### config.mk
export PLATFORM = sky130hd
export DESIGN_NAME = lrwait_qnode
export DESIGN_NICKNAME = d
export VERILOG_FILES = /design/src/rtl/mempool_pkg.sv /design/src/rtl/lrwait_qnode.sv
export SDC_FILE = /design/constraint.sdc
export NUM_CORES = 1
export LEC_CHECK = 0
export ABC_AREA = 1
export BUFFER_PORTS_ARGS = -buffer_cell sky130_fd_sc_hd__buf_2
export CAP_MARGIN = 0
export CORE_MARGIN = 2
export CORE_UTILIZATION = 39
export DETAILED_ROUTE_END_ITERATION = 10
export PLACE_DENSITY = 0.78
export SYNTH_ARGS = -nofsm -noshare
export SYNTH_HDL_FRONTEND = slang
export SYNTH_SLANG_ARGS = --single-unit
### constraint.sdc
create_clock -name clk_i -period 1.7 [get_ports clk_i]
set_clock_uncertainty 0.1 [all_clocks]
set_input_delay 0.255 -clock clk_i [delete_from_list [all_inputs] [get_ports clk_i]]
set_output_delay 0.255 -clock clk_i [all_outputs]
set_load 0.01 [all_outputs]
### src/rtl/mempool_pkg.sv
// mempool_pkg: shared AMO encodings, queue-node state encoding and default request metadata
// Contents: amo_op_t with the LR/SC encodings used by the core and the bank adapter,
// qnode_state_t with the four queue-node states, and qnode_meta_t, the default
// request tag. The tag's lrwait bit marks successor updates and wake-up LRs.
package mempool_pkg;

    typedef logic [3:0] amo_op_t;
    localparam amo_op_t AmoNone = 4'h0;
    localparam amo_op_t AmoLr   = 4'hA;
    localparam amo_op_t AmoSc   = 4'hB;

    typedef logic [1:0] qnode_state_t;
    localparam qnode_state_t QnIdle     = 2'd0;
    localparam qnode_state_t QnReserved = 2'd1;
    localparam qnode_state_t QnScWait   = 2'd2;
    localparam qnode_state_t QnWakeUp   = 2'd3;

    typedef struct packed {
        logic [3:0] id;
        logic       lrwait;
    } qnode_meta_t;

endpackage

### src/rtl/lrwait_qnode.sv
// lrwait_qnode: core-side LRWait MCS queue node that records the successor and sends it a wake-up LR
// Ports: clk_i, rst_ni (async, active-low); core_req_* in / mem_req_* out (pass-through request
// path, taken over by the node while it issues a wake-up); mem_rsp_* in / core_rsp_* out
// (response path; responses tagged lrwait=1 are successor updates and are absorbed here).
// Optional: define QNODE_STATS_EN to add wakeup_cnt_o, a saturating count of wake-ups sent.
module lrwait_qnode
    import mempool_pkg::*;
#(
    parameter int unsigned AddrWidth  = 32,
    parameter int unsigned DataWidth  = 32,
    parameter type         metadata_t = qnode_meta_t
) (
    input  logic                   clk_i,
    input  logic                   rst_ni,
    input  logic                   core_req_valid_i,
    output logic                   core_req_ready_o,
    input  logic [AddrWidth-1:0]   core_addr_i,
    input  logic [3:0]             core_amo_i,
    input  logic                   core_write_i,
    input  logic [DataWidth-1:0]   core_wdata_i,
    input  logic [DataWidth/8-1:0] core_be_i,
    input  metadata_t              core_meta_i,
    output logic                   core_rsp_valid_o,
    input  logic                   core_rsp_ready_i,
    output logic [DataWidth-1:0]   core_rdata_o,
    output metadata_t              core_meta_o,
    output logic                   mem_req_valid_o,
    input  logic                   mem_req_ready_i,
    output logic [AddrWidth-1:0]   mem_addr_o,
    output logic [3:0]             mem_amo_o,
    output logic                   mem_write_o,
    output logic [DataWidth-1:0]   mem_wdata_o,
    output logic [DataWidth/8-1:0] mem_be_o,
    output metadata_t              mem_meta_o,
    input  logic                   mem_rsp_valid_i,
    output logic                   mem_rsp_ready_o,
    input  logic [DataWidth-1:0]   mem_rdata_i,
    input  metadata_t              mem_meta_i
`ifdef QNODE_STATS_EN
    ,
    output logic [15:0]            wakeup_cnt_o
`endif
);

    localparam int unsigned MetaWidth = $bits(metadata_t);

    qnode_state_t         state_q, state_d;
    logic [AddrWidth-1:0] addr_q;
    metadata_t            succ_q, own_meta_q, wake_meta;
    logic                 succ_valid_q;
    logic                 wake, core_hs, lr_hs, sc_hs, succ_upd, rsp_hs, wake_hs;

    assign wake     = state_q == QnWakeUp;
    assign core_hs  = !wake && core_req_valid_i && mem_req_ready_i;
    assign lr_hs    = core_hs && core_amo_i == AmoLr && !core_meta_i.lrwait;
    assign sc_hs    = core_hs && core_amo_i == AmoSc;
    assign succ_upd = mem_rsp_valid_i && mem_meta_i.lrwait;
    assign rsp_hs   = mem_rsp_valid_i && !mem_meta_i.lrwait && core_rsp_ready_i;
    assign wake_hs  = wake && mem_req_ready_i;

    always_comb begin
        wake_meta        = own_meta_q;
        wake_meta.lrwait = 1'b1;
    end

    // While waking the successor the node owns the memory port and stalls the core.
    assign core_req_ready_o = !wake && mem_req_ready_i;
    assign mem_req_valid_o  = wake || core_req_valid_i;
    assign mem_addr_o       = wake ? addr_q : core_addr_i;
    assign mem_amo_o        = wake ? AmoLr : core_amo_i;
    assign mem_write_o      = !wake && core_write_i;
    assign mem_wdata_o      = wake ? DataWidth'(succ_q) : core_wdata_i;
    assign mem_be_o         = wake ? '1 : core_be_i;
    assign mem_meta_o       = wake ? wake_meta : core_meta_i;

    // Successor updates are always consumed locally and never reach the core.
    assign core_rsp_valid_o = mem_rsp_valid_i && !mem_meta_i.lrwait;
    assign mem_rsp_ready_o  = mem_meta_i.lrwait || core_rsp_ready_i;
    assign core_rdata_o     = mem_rdata_i;
    assign core_meta_o      = mem_meta_i;

    // A successor arriving together with the exit cycle counts as already recorded.
    always_comb begin
        state_d = state_q;
        case (state_q)
            QnIdle:     state_d = succ_upd ? QnWakeUp : lr_hs ? QnReserved : QnIdle;
            QnReserved: state_d = (sc_hs && core_addr_i == addr_q) ? QnScWait : QnReserved;
            QnScWait:   state_d = !rsp_hs ? QnScWait :
                                  mem_rdata_i != '0 ? QnReserved :
                                  (succ_valid_q || succ_upd) ? QnWakeUp : QnIdle;
            default:    state_d = wake_hs ? QnIdle : QnWakeUp;
        endcase
    end

    always_ff @(posedge clk_i or negedge rst_ni) begin
        if (!rst_ni) begin
            state_q      <= QnIdle;
            addr_q       <= '0;
            own_meta_q   <= '0;
            succ_q       <= '0;
            succ_valid_q <= 1'b0;
        end else begin
            state_q <= state_d;
            if (lr_hs && state_q != QnScWait && state_d == QnReserved) begin
                addr_q     <= core_addr_i;
                own_meta_q <= core_meta_i;
            end
            if (wake_hs) begin
                succ_valid_q <= 1'b0;
            end else if (succ_upd && !succ_valid_q) begin
                succ_q       <= metadata_t'(mem_rdata_i[MetaWidth-1:0]);
                succ_valid_q <= 1'b1;
            end
        end
    end

`ifdef QNODE_STATS_EN
    always_ff @(posedge clk_i or negedge rst_ni) begin
        if (!rst_ni) wakeup_cnt_o <= '0;
        else if (wake_hs && wakeup_cnt_o != 16'hFFFF) wakeup_cnt_o <= wakeup_cnt_o + 16'd1;
    end
`endif

    a_single_succ: assert property (@(posedge clk_i) disable iff (!rst_ni) succ_upd |-> !succ_valid_q)
        else $error("lrwait_qnode: second successor update while one is pending");
    a_core_lr_plain: assert property (@(posedge clk_i) disable iff (!rst_ni)
        (core_hs && core_amo_i == AmoLr) |-> !core_meta_i.lrwait)
        else $error("lrwait_qnode: core LR carries lrwait=1");

endmodule

Yosys cells after proc, flatten, opt, wreduce, memory -nomap -nowiden
Index checks and enable logic that the tools add are counted.
{"block": "word_totals", "input_bits": 121, "elab_cells": 56, "out_inout_bits": 119, "register_bits": 44}
{"block": "classes", "n_eq_ne": 8, "reduce_logical": 26, "bitwise_logic": 1, "n_mux": 15}
{"op": "$mux W32", "n": 2}
{"op": "$eq A32 B32 Y1", "n": 1}
{"op": "$reduce_bool A32 Y1", "n": 1}
{"op": "$logic_and A1 B1 Y1", "n": 15}
{"op": "$mux W2", "n": 6}
{"op": "$eq A4 B4 Y1 const B", "n": 2}
{"op": "$mux W4", "n": 2}
{"op": "$pmux W2 S3", "n": 1}
{"op": "$mux W5", "n": 1}
{"op": "$eq A2 B1 Y1 const B", "n": 2}
{"op": "$eq A2 B2 Y1 const B", "n": 2}
{"op": "$logic_not A1 Y1", "n": 4}
{"op": "$logic_or A1 B1 Y1", "n": 3}
{"op": "$mux W1", "n": 3}
{"op": "$logic_not A2 Y1", "n": 1}
{"op": "$ne A2 B2 Y1 const B", "n": 1}
{"op": "$reduce_and A2 Y1", "n": 1}
{"op": "$reduce_bool A2 Y1", "n": 1}
{"op": "$not A1 Y1", "n": 1}

Longest topological paths before layout
{"block": "depth", "depth_word": 11, "ltp_mapped": 12, "ltp_nobuf": 11}

Least setup slack after synthesis
Ideal clock, no wire load.
{"block": "synth_path", "path_kind": "flip-flop to flip-flop", "from": "reg state_q[0]", "to": "reg addr_q[16]", "path_stages_with_launch": 13, "n_path_buf": 2, "path_slack_ns": -0.057, "setup_ns": 0.117, "t_arrival_ns": 1.540, "synth_period_minus_slack_ns": 1.757, "cell_sequence": "dfrtp_1 > nand2_2 > inv_2 > nor2_4 > nand2_1 > nor2_1 > nand3_1 > nor2_2 > nand3_2 > buf_6 > buf_6 > nand4_1 > nand2_1"}
{"block": "synth_via", "elab_chain_len": 11}
{"element": "start: declaration", "line": "lrwait_qnode.sv:47", "text": "qnode_state_t state_q, state_d;"}
{"element": "start signal: assignment", "line": "lrwait_qnode.sv:97", "text": "state_q <= QnIdle;"}
{"element": "start signal: assignment", "line": "lrwait_qnode.sv:103", "text": "state_q <= state_d;"}
{"element": "$eq A2 B2 Y1", "line": "lrwait_qnode.sv:53", "text": "assign wake = state_q == QnWakeUp;"}
{"element": "$logic_not A1 Y1", "line": "lrwait_qnode.sv:54", "text": "assign core_hs = !wake && core_req_valid_i && mem_req_ready_i;"}
{"element": "$logic_and A1 B1 Y1 (2 in a row)", "line": "lrwait_qnode.sv:54"}
{"element": "$logic_and A1 B1 Y1 (2 in a row)", "line": "lrwait_qnode.sv:55", "text": "assign lr_hs = core_hs && core_amo_i == AmoLr && !core_meta_i.lrwait;"}
{"element": "$mux W1", "line": "lrwait_qnode.sv:86", "text": "QnIdle: state_d = succ_upd ? QnWakeUp : lr_hs ? QnReserved : QnIdle;"}
{"element": "$mux W2", "line": "lrwait_qnode.sv:86"}
{"element": "$pmux W2 S3", "line": "lrwait_qnode.sv:85", "text": "case (state_q)"}
{"element": "$eq A2 B1 Y1", "line": "lrwait_qnode.sv:104", "text": "if (lr_hs && state_q != QnScWait && state_d == QnReserved) begin"}
{"element": "$logic_and A1 B1 Y1 *", "line": "lrwait_qnode.sv:104"}
{"element": "end signal: assignment", "line": "lrwait_qnode.sv:105", "text": "addr_q <= core_addr_i;"}
{"element": "end: declaration", "line": "lrwait_qnode.sv:48", "text": "logic [AddrWidth-1:0] addr_q;"}
Mark *: on every way between the ends. The rest lies on a longest branch, timed or not.
A chain may end at the register's enable or synchronous reset.

Worst setup path after layout
{"block": "layout_path", "from": "reg addr_q[3]", "to": "reg addr_q[31]"}
{"block": "layout_via", "elab_chain_len": 6}
{"element": "$eq A32 B32 Y1", "line": "lrwait_qnode.sv:87", "text": "QnReserved: state_d = (sc_hs && core_addr_i == addr_q) ? QnScWait : QnReserved;"}
{"element": "$logic_and A1 B1 Y1", "line": "lrwait_qnode.sv:87"}
{"element": "$mux W2", "line": "lrwait_qnode.sv:87"}
{"element": "$pmux W2 S3", "line": "lrwait_qnode.sv:85"}
{"element": "$eq A2 B1 Y1", "line": "lrwait_qnode.sv:104"}
{"element": "$logic_and A1 B1 Y1", "line": "lrwait_qnode.sv:104"}
Every way passes these cells.

==> impl_results.html <==
<table>
<tr><th>Metric</th><th>Value</th></tr>
<tr><th colspan="2">Critical path</th></tr>
<tr><td>Critical Path Start</td><td>addr_q[3]</td></tr>
<tr><td>Critical path class</td><td>register to register</td></tr>
<tr><td>Critical path fanouts, max</td><td>8</td></tr>
<tr><td>Startpoint of the most critical register-to-register path</td><td>addr_q[3]</td></tr>
<tr><td>Kind of end point of the critical path</td><td>register</td></tr>
<tr><td>Required time at the endpoint of the critical path</td><td>1840 ps</td></tr>
<tr><td>Critical path cell sequence</td><td>xor2_1 -&gt; nor2_1 -&gt; nand3_1 -&gt; nor2_4 -&gt; nand3_4 -&gt; nand3_4 -&gt; buf_12 -&gt; clkbuf_16 -&gt; nand2_1 -&gt; nand2_1</td></tr>
<tr><td>Slowest cell delay on critical path</td><td>390 ps</td></tr>
<tr><td>Standard cell with the maximum stage delay on the critical path</td><td>sky130_fd_sc_hd__dfrtp_1</td></tr>
<tr><td>Data arrival time at the worst-slack endpoint</td><td>2020 ps</td></tr>
<tr><td>Critical Path Source Type</td><td>register</td></tr>
<tr><th colspan="2">GRT</th></tr>
<tr><td>Global router's overall resource usage</td><td>24.9%</td></tr>
<tr><td>Overflow left after global routing</td><td>0</td></tr>
<tr><td>Maximum number of pins on one net before global-route repair</td><td>30</td></tr>
<tr><td>First-pass GRT wire length</td><td>20100 um</td></tr>
<tr><td>Antenna violations before repair</td><td>0</td></tr>
<tr><td>Number of global-route vias before repair</td><td>4218</td></tr>
<tr><th colspan="2">Final layout</th></tr>
<tr><td>ANT cells</td><td>0</td></tr>
<tr><td>Nets</td><td>950</td></tr>
<tr><td>Synthesis-to-finish area growth</td><td>57.5%</td></tr>
<tr><td>Final instance area</td><td>5710 sq um</td></tr>
<tr><td>Fraction of final layout cells with drive strength greater than 1</td><td>45.7%</td></tr>
<tr><th colspan="2">STA</th></tr>
<tr><td>Unrepaired setup endpoints after global routing</td><td>true</td></tr>
<tr><td>Slew at the pin closest to its max-slew limit</td><td>437 ps</td></tr>
<tr><td>Smallest hold slack</td><td>123 ps</td></tr>
<tr><td>Final critical delay including setup and external delays</td><td>1880 ps</td></tr>
<tr><td>Worst Slack Setup Final</td><td>-181 ps</td></tr>
<tr><td>Slew Viols, Final</td><td>0</td></tr>
<tr><td>Period utilisation layout</td><td>111%</td></tr>
<tr><td>Remaining max-slew budget at the tightest pin</td><td>70.9%</td></tr>
<tr><td>Final hold vios</td><td>0</td></tr>
<tr><td>Final count of negative-setup-slack endpoints</td><td>115</td></tr>
<tr><td>Achievable Freq</td><td>532 MHz</td></tr>
<tr><th colspan="2">Floorplanning</th></tr>
<tr><td>Effective utilization at floorplan</td><td>39.8%</td></tr>
<tr><td>Die ar.</td><td>10100 sq um</td></tr>
<tr><td>Row count</td><td>35</td></tr>
<tr><td>Die width</td><td>100 um</td></tr>
<tr><td>IO Count</td><td>240</td></tr>
<tr><td>Die height</td><td>100 um</td></tr>
<tr><td>Core box area</td><td>9110 sq um</td></tr>
<tr><th colspan="2">Logic synthesis</th></tr>
<tr><td>Top-area cell type share of the netlist area</td><td>30.4%</td></tr>
<tr><td>Synthesized area</td><td>3620 sq um</td></tr>
<tr><td>Post-synthesis cell type count</td><td>27</td></tr>
<tr><td>Share of flip-flops with an asynchronous set or reset after synthesis</td><td>100%</td></tr>
<tr><td>Cell type with the largest total area after synthesis</td><td>sky130_fd_sc_hd__dfrtp_1</td></tr>
<tr><td>Post-Syn Instances</td><td>575</td></tr>
<tr><td>Post-synth EDFFs</td><td>0</td></tr>
<tr><td>Post-synthesis sequential element count</td><td>44</td></tr>
<tr><td>Cells taking the most area after synthesis</td><td>sky130_fd_sc_hd__dfrtp_1, sky130_fd_sc_hd__nand2_1, sky130_fd_sc_hd__buf_4, sky130_fd_sc_hd__nand4_1, sky130_fd_sc_hd__nor2_1</td></tr>
<tr><td>Proportion of synthesized chip area in sequential cells</td><td>30.4%</td></tr>
<tr><td>Per-instance average area after synthesis</td><td>6.30 sq um</td></tr>
<tr><td>Top cells by count, synth</td><td>sky130_fd_sc_hd__nand2_1, sky130_fd_sc_hd__nor2_1, sky130_fd_sc_hd__inv_1, sky130_fd_sc_hd__dfrtp_1, sky130_fd_sc_hd__nand4_1</td></tr>
<tr><td>Post-synth top flop</td><td>sky130_fd_sc_hd__dfrtp_1</td></tr>
<tr><td>Synthesized net count</td><td>696</td></tr>
<tr><td>Cell with the most instances after synthesis</td><td>sky130_fd_sc_hd__nand2_1</td></tr>
<tr><td>Syn. warnings</td><td>0</td></tr>
<tr><th colspan="2">Power and ir drop</th></tr>
<tr><td>Total power after layout</td><td>0.00587 W</td></tr>
<tr><td>Maximum VDD drop</td><td>0.559 mV</td></tr>
<tr><td>Leakage</td><td>3.35 nW</td></tr>
<tr><td>P per Cell Area</td><td>1030 nW/um^2</td></tr>
<tr><th colspan="2">Run</th></tr>
<tr><td>Maximum capacitance violations</td><td>0</td></tr>
<tr><th colspan="2">CTS</th></tr>
<tr><td>CTS Buf Count</td><td>5</td></tr>
<tr><td>Clock-pin transition on the worst setup and hold timing paths</td><td>80 ps</td></tr>
<tr><td>H-tree depth reported by CTS</td><td>2</td></tr>
<tr><td>Root Buffer Master</td><td>sky130_fd_sc_hd__clkbuf_8</td></tr>
<tr><td>TritonCTS clock tree</td><td>yes</td></tr>
<tr><td>Clk sinks</td><td>44</td></tr>
<tr><td>Clk_lat worst skew</td><td>290 ps</td></tr>
<tr><td>Buffer levels on the longest clock path</td><td>2</td></tr>
<tr><th colspan="2">Detailed routing</th></tr>
<tr><td>Drc violations</td><td>0</td></tr>
<tr><td>Via total after detailed routing</td><td>4452</td></tr>
<tr><td>1st-pass router iterations</td><td>5</td></tr>
<tr><td>Routed wire length</td><td>12900 um</td></tr>
<tr><td>Per-cell routed wire length</td><td>13.7 um</td></tr>
<tr><td>Detail-routed via count per cell</td><td>4.73</td></tr>
<tr><td>Initial detailed-routing violation count</td><td>193</td></tr>
<tr><td>Antenna violation net count after detailed routing</td><td>0</td></tr>
<tr><th colspan="2">Placement</th></tr>
<tr><td>Number of buffers added on ports</td><td>231</td></tr>
<tr><td>Area post-placement</td><td>5090 sq um</td></tr>
<tr><td>Post-detail-place hpwl</td><td>9480 um</td></tr>
<tr><td>Routability congestion estimate</td><td>0.882</td></tr>
<tr><th colspan="2">Hold path</th></tr>
<tr><td>Classification of the worst-slack hold path</td><td>input port to register</td></tr>
<tr><td>Worst hold start</td><td>core_meta_i[4]</td></tr>
<tr><th colspan="2">Run status</th></tr>
<tr><td>Violated checks</td><td>negative setup slack</td></tr>
<tr><td>Result of the run</td><td>finished with violations</td></tr>
</table>
## critical path, delay by kind of cell (launching register included)
kind / cells / cell delay [ps]
flops: 1 / 390
simple gates: 7 / 860
xor+xnor: 1 / 170
buf+inv: 2 / 290
## area by class of cell
class	instances	area, sq um
fillers	841	3400
repair buffers	312	2110
multi-input cells	404	2020
flip-flops and latches	44	1100
inverters	62	233
well taps	111	139
clock buffers	6	72.6
clock inverters	2	35.0
## cell usage in the layout (no fill, tap or decap), types with 6 or more instances in the layout
cell type,count
sky130_fd_sc_hd__nand2_1,207
sky130_fd_sc_hd__dfrtp_1,44
sky130_fd_sc_hd__nor2_2,9
sky130_fd_sc_hd__buf_2,218
sky130_fd_sc_hd__nand3_1,6
sky130_fd_sc_hd__or2_4,8
sky130_fd_sc_hd__buf_12,9
sky130_fd_sc_hd__nand4_1,41
sky130_fd_sc_hd__buf_4,58
sky130_fd_sc_hd__inv_1,56
sky130_fd_sc_hd__xnor2_1,15
sky130_fd_sc_hd__nand2_2,21
sky130_fd_sc_hd__o21ai_0,12
sky130_fd_sc_hd__nor2_1,56
sky130_fd_sc_hd__buf_6,18
## state kept, by name, indices dropped and copies added, names as in the netlist
signal        count
addr_q           32
succ_q            5
state_q           2
succ_valid_q      1
own_meta_q        4
## metal layers
metal	part of all wire [%]	track usage, %
met1	40	30.2
met2	52	44.6
met3	6.5	4.04
met4	1.6	8.43
met5	0	0
## repair_timing
| item | CTS | global route |
|---|---|---|
| endpoints found under the hold margin | 16 | 0 |
| hold buffers | 1 | 0 |
| gates resized for setup | 63 | 28 |
| buffers inserted | 4 | 1 |
| endpoints found under the setup margin | 114 | 116 |
| cloned | 5 | 2 |
| pin swaps | 17 | 14 |
## worst paths after layout
path / end / slack (ps) / cells past startpoint
max in group asynchronous: addr_q[23] / 690 / 3
worst min register to register: own_meta_q[4] / 380 / 2
worst min-delay path: own_meta_q[4] / 120 / 3
worst max-delay path: addr_q[31] / -180 / 10
min in group asynchronous: addr_q[10] / 320 / 2
worst max register to register: addr_q[31] / -180 / 10
## cells by family after synthesis
group | count (synthesis) | share of synthesized area [%]
xor+xnor | 20 | 4.83
compound gates | 17 | 2.56
mux | 5 | 1.55
buf+inv | 127 | 18.4
flops | 44 | 30.4
simple gates | 362 | 42.3
## stage by stage
step                      setup WS (ps)  utilization, %  TNS [ps]  std cells
after floorplan                   -56.7               -     -1600        575
after global placement            -75.6            55.9     -1940        921
after detailed placement           -108            55.9     -2820        921
after CTS                          -179            61.4    -11080        939
after global routing               -279            62.7    -21980        941
final                              -181            62.7    -11650        941
## power breakdown
part           switching [W]  internal, W
combinational        0.00190      0.00165
clock               0.000363     0.000437
sequential          0.000198      0.00132
(Power assumes the default switching activity.)
